--- src/rtl/fib_pkg.sv ---
// fib_pkg: shared Fibonacci table types and default sizes.
// Used by the writer, the ROM reader and their benches.
package fib_pkg;

  localparam int FIB_DATA_W    = 24;
  localparam int FIB_ADDR_W    = 6;
  localparam int FIB_NUM_TERMS = 36;

  typedef enum logic [1:0] {
    IDLE  = 2'd0,
    WRITE = 2'd1,
    DONE  = 2'd2
  } fib_state_e;

endpackage

--- src/rtl/fibonacci_writer_if.sv ---
// fibonacci_writer_if: single RAM write port, valid/ready.
// master drives wren/wradr/wrdat, slave returns wr_ready.
interface fibonacci_writer_if
  import fib_pkg::*;
#(
  parameter int DATA_W = FIB_DATA_W,
  parameter int ADDR_W = FIB_ADDR_W
);

  logic              wren;
  logic              wr_ready;
  logic [ADDR_W-1:0] wradr;
  logic [DATA_W-1:0] wrdat;

  modport master (
    output wren,
    output wradr,
    output wrdat,
    input  wr_ready
  );

  modport slave (
    input  wren,
    input  wradr,
    input  wrdat,
    output wr_ready
  );

endinterface

--- src/rtl/fibonacci_writer.sv ---
// fibonacci_writer: fills a RAM with F(0)..F(NUM_TERMS-1).
// Ports: clk, reset (async low), start, mem (write port), busy, done, overflow.
module fibonacci_writer
  import fib_pkg::*;
#(
  parameter int DATA_W    = FIB_DATA_W,
  parameter int ADDR_W    = FIB_ADDR_W,
  parameter int NUM_TERMS = FIB_NUM_TERMS
) (
  input  logic               clk,
  input  logic               reset,
  input  logic               start,
  fibonacci_writer_if.master mem,
  output logic               busy,
  output logic               done,
  output logic               overflow
);

  localparam logic [ADDR_W-1:0] LAST =
    ADDR_W'(NUM_TERMS - 1);

  fib_state_e        state;
  logic [DATA_W-1:0] prev;
  logic [DATA_W-1:0] cur;
  logic [ADDR_W-1:0] adr;
  logic              ovf;
  logic [DATA_W:0]   sum;

  // Carry bit flags a next term that no longer fits.
  assign sum = {1'b0, prev} + {1'b0, cur};

  always_ff @(posedge clk or negedge reset) begin
    if (!reset) begin
      state <= IDLE;
      prev  <= '0;
      cur   <= '0;
      adr   <= '0;
      ovf   <= 1'b0;
    end else begin
      unique case (state)
        IDLE: begin
          if (start) begin
            state <= WRITE;
            prev  <= DATA_W'(1);
            cur   <= '0;
            adr   <= '0;
            ovf   <= 1'b0;
          end
        end
        WRITE: begin
          if (mem.wr_ready) begin
            prev <= cur;
            cur  <= sum[DATA_W-1:0];
            adr  <= adr + ADDR_W'(1);
            if (adr == LAST) begin
              state <= DONE;
            end else if (sum[DATA_W]) begin
              ovf   <= 1'b1;
              state <= DONE;
            end
          end
        end
        DONE: begin
          state <= IDLE;
        end
        default: begin
          state <= IDLE;
        end
      endcase
    end
  end

  assign mem.wren  = (state == WRITE);
  assign mem.wradr = adr;
  assign mem.wrdat = cur;
  assign busy      = (state == WRITE);
  assign done      = (state == DONE);
  assign overflow  = ovf;

endmodule

--- src/flat_wrapper.sv ---
// flat-port wrapper written by rule: the top's interface ports become plain ports
module fibonacci_writer_flat import fib_pkg::*;
#(
  parameter int DATA_W    = FIB_DATA_W,
  parameter int ADDR_W    = FIB_ADDR_W,
  parameter int NUM_TERMS = FIB_NUM_TERMS
)
  (clk, reset, start, busy, done, overflow, mem_wren, mem_wradr, mem_wrdat, mem_wr_ready);
  fibonacci_writer_if #(.DATA_W(DATA_W), .ADDR_W(ADDR_W)) mem_i ();
  input  logic clk;
  input  logic reset;
  input  logic start;
  output logic busy;
  output logic done;
  output logic overflow;
  output wire logic [$bits(mem_i.wren)-1:0] mem_wren;
  output wire logic [$bits(mem_i.wradr)-1:0] mem_wradr;
  output wire logic [$bits(mem_i.wrdat)-1:0] mem_wrdat;
  input wire logic [$bits(mem_i.wr_ready)-1:0] mem_wr_ready;
  assign mem_wren = mem_i.wren;
  assign mem_wradr = mem_i.wradr;
  assign mem_wrdat = mem_i.wrdat;
  assign mem_i.wr_ready = mem_wr_ready;
  fibonacci_writer #(.DATA_W(DATA_W), .ADDR_W(ADDR_W), .NUM_TERMS(NUM_TERMS)) u_core (.clk(clk), .reset(reset), .start(start), .mem(mem_i), .busy(busy), .done(done), .overflow(overflow));
endmodule
--- config.mk ---
export PLATFORM = sky130hd
export DESIGN_NAME = fibonacci_writer_flat
export DESIGN_NICKNAME = d
export VERILOG_FILES = /design/src/rtl/fib_pkg.sv /design/src/rtl/fibonacci_writer_if.sv /design/src/rtl/fibonacci_writer.sv /design/src/flat_wrapper.sv
export SDC_FILE = /design/constraint.sdc
export NUM_CORES = 1
export LEC_CHECK = 0
export BUFFER_PORTS_ARGS = -buffer_cell sky130_fd_sc_hd__buf_2
export CORE_MARGIN = 2
export CORE_UTILIZATION = 35
export CTS_CLUSTER_SIZE = 25
export DETAILED_ROUTE_END_ITERATION = 6
export SLEW_MARGIN = 20
export SYNTH_ARGS = -nofsm -noshare
export SYNTH_HDL_FRONTEND = slang
export SYNTH_SLANG_ARGS = --single-unit
--- constraint.sdc ---
create_clock -name clk -period 2.5 [get_ports clk]
set_clock_uncertainty 0.05 [all_clocks]
set_input_delay 0 -clock clk [delete_from_list [all_inputs] [get_ports clk]]
set_output_delay 0 -clock clk [all_outputs]
set_load 0.01 [all_outputs]
==> out/results.tsv <==
metric	value	unit
Tmin final	2410	ps
Core ar.	9680	µm²
cells along the critical path	ha_2, inv_2, fa_2, nor2b_4, o2111ai_4, nand4_4, a21boi_4, nor3_2, or4_4, o21a_1	
adder-cell share of the synthesized area	0.0959	
multiplexer area fraction after synthesis	0.00288	
vias in the first global route	2907	
Synth area leaders	dfrtp_1, ha_1, nand2_1	
crit path capture type	register	
dpl ws	30.2	ps
Startpoint Class	register	
status	finished clean	
PnR worst setup slack	90.5	ps
initial antenna violation count	0	
port buffer count	37	
crit path max-delay cell type	or4_4	
DR vias/cell	5.09	
synthesized cell area	3470	µm²
Layout area overhead	18.1	%
Synth Instances	391	
Setup Viol. Count Final	0	
GRT Util Overall	0.160	
DIE WIDTH	104	µm
initial core utilization	0.358	
final core occ	0.423	
average cell area after synthesis	8.87	µm²
Iteration-0 DRC Markers	75	
Synth Area in XOR/XNOR	0.0530	
gr ovfl total	0	
Layout Nets	469	
die footprint	10700	µm²
compound-gate portion of the synthesized area	0.217	
Yosys reg bits	57	
Root Driver	clkbuf_8	
Post-Synth Simple-Gate Area	0.188	
Min-Delay Path Class	primary input to async pin	
WS Path Type	register to register	
ANT nets after route	0	
placer congestion estimate	0.846	
global route hottest layer	met2	
met2 Usage GRT	0.260	
Cell variety after synth	50	
DRT Pass-1 Iters	4	
worst path bufs/invs	1	
CTS sink count	57	
CP Max Fanout	4	
synth warn	0	
sequential area share after synthesis	0.411	
share of post-route cells with drive strength above 1	0.185	
max-cap violations	0	
FFs w/ async S/R, synth	1.00	
Worst-Skew Late Latency	350	ps
RSZ-0062 raised after global routing	true	
critical path's largest stage delay	480	ps
largest family of logic cells by synthesized area	compound AO/OA/AOI/OAI gates	
largest area contributor in the netlist	dfrtp_1	
critical path's top delay family	simple AND/OR/NAND/NOR gates	
Antenna Cells	0	
CP required	2690	ps
largest net degree at the start of global routing	58	
post-DR wirelength/cell	14.3	µm
num rows	36	
final wirelength	8.25	mm
cts bufs inserted	9	
period utilization	0.964	
Ports	38	
H-Tree Depth	3	
fin. max-slew vios	0	
fmax	0.415	GHz
P_leak	1.92	nW
Post-synth EDFFs	0	
post-synth top area share	0.411	
Worst-path clk slew	70	ps
Post-DP HPWL	5.72	mm
ys flop type	dfrtp_1	
worst vdd ir	0.512	mV
Cell Pwr Density	1370	nW/µm²
worst path arrival time	2600	ps
# DRC	0	
final hold vios	0	
Die H	104	µm
TNS Setup	0	ps
met1 Track Usage GR	0.206	
largest buffer count on any clock path	2	
M3 GR Usage	0.0529	
syn nets	421	
first-pass GRT wire length	13.8	mm
Slew headroom	0.714	
CTS tree	yes	
DR vias	2930	
Worst-Margin Slew	429	ps
==> tightest hold or removal path, cell delays in order <==
cell and delay, ps:
dlygate4sd3_1 520, buf_2 120, buf_12 280
==> sequential cells by signal (all words and copies together) (netlist names) <==
signal and flops:
u_core.prev 24, u_core.mem.wrdat 24, u_core.state 2, u_core.overflow 1, u_core.mem.wradr 6
==> cells in the mapped netlist (2+ instances only) <==
cell      count
a211o_1       2
a211oi_1      2
a21boi_0      2
a21o_1        6
a21oi_1      25
a22o_1       10
a31oi_1       5
and2_1        3
and3_1        2
buf_2         4
clkbuf_1     13
dfrtp_1      57
ha_1         25
inv_1         8
nand2_1      81
nand3_1      14
nand4_1       5
nor2_1       19
nor2b_1       4
nor3_1        5
o211ai_1      2
o21a_1        5
o21ai_0      39
o21ai_1       6
o31ai_1       2
o41ai_1       2
xnor2_1      10
xor2_1       11
==> through the flow <==
step           hold WS [ps]  cell area, µm²  cells  total power [mW]
4_1_cts                 136            4060    575              5.61
2_1_floorplan          -346            3470    391              3.91
6_report                129            4100    576              5.61
5_1_grt                 161            4100    576              6.17
3_5_place_dp          -20.9            3870    557              4.82
3_3_place_gp          -24.3            3870    557              4.75
==> worst paths after layout <==
| check | from | endpoint | slack [ps] | cells past startpoint |
|---|---|---|---|---|
| min in group clk | mem_wr_ready | u_core.mem.wrdat[7]$_DFFE_PN0P_ | 170 | 3 |
| max | u_core.mem.wrdat[0]$_DFFE_PN0P_ | u_core.state[1]$_DFFE_PN0P_ | 90 | 10 |
| max in group asynchronous | reset | u_core.prev[20]$_DFFE_PN0P_ | 2000 | 3 |
| min | reset | u_core.mem.wrdat[9]$_DFFE_PN0P_ | 130 | 3 |
| min reg2reg | u_core.prev[23]$_DFFE_PN0P_ | u_core.prev[23]$_DFFE_PN0P_ | 440 | 2 |
| max reg2reg | u_core.mem.wrdat[0]$_DFFE_PN0P_ | u_core.state[1]$_DFFE_PN0P_ | 90 | 10 |
==> per-layer routing <==
metal / up-vias / share of wire
li1: 1483 / -
met1: 1390 / 0.48
met2: 47 / 0.47
met3: 10 / 0.043
met4: 0 / 0.013
met5: - / 0
==> report_power, final <==
part / switching [mW] / leakage [nW] / internal [mW] / total [mW]
Clock: 0.372 / 0.0887 / 0.374 / 0.745
Combinational: 1.89 / 1.10 / 1.33 / 3.22
Sequential: 0.329 / 0.731 / 1.31 / 1.64
==> cells by family after synthesis <==
group	Yosys count
compound gates	117
xor+xnor	21
fa+ha+maj	26
buf+inv	27
flops	57
mux	1
simple gates	142
==> layout by cell type (no fill, tap or decap), types with 3 or more instances in the layout <==
cell / netlist / layout
a22o_1: 10 / 10
clkinv_2: 0 / 4
o21ai_0: 39 / 39
ha_1: 25 / 23
a21o_1: 6 / 6
a21oi_1: 25 / 25
nand3_1: 14 / 14
xnor2_1: 10 / 10
dfrtp_1: 57 / 57
nor2b_1: 4 / 4
nand2_1: 81 / 81
xor2_1: 11 / 11
buf_4: 1 / 14
o21a_1: 5 / 5
and2_1: 3 / 3
nand4_1: 5 / 5
buf_2: 4 / 37
o21ai_1: 6 / 6
clkbuf_8: 0 / 10
inv_1: 8 / 7
dlygate4sd3_1: 0 / 3
nor2_1: 19 / 18
a31oi_1: 5 / 5
nor3_1: 5 / 5
==> cell type report <==
type / instances / area [µm²]
flip-flops and latches: 57 / 1430
repair buffers: 55 / 340
clock buffers: 11 / 141
fillers: 982 / 5590
inverters: 9 / 33.8
multi-input cells: 307 / 1970
well taps: 133 / 166
clock inverters: 4 / 20.0
==> what timing repair did <==
item / 4_1_cts / 5_1_grt
setup buffers: 0 / 1
gates resized for setup: 0 / 6
hold buffers: 3 / 0
hold endpoints to repair: 59 / 0
endpoints found under the setup margin: 0 / 7
Power figures use the tool's default switching activity.
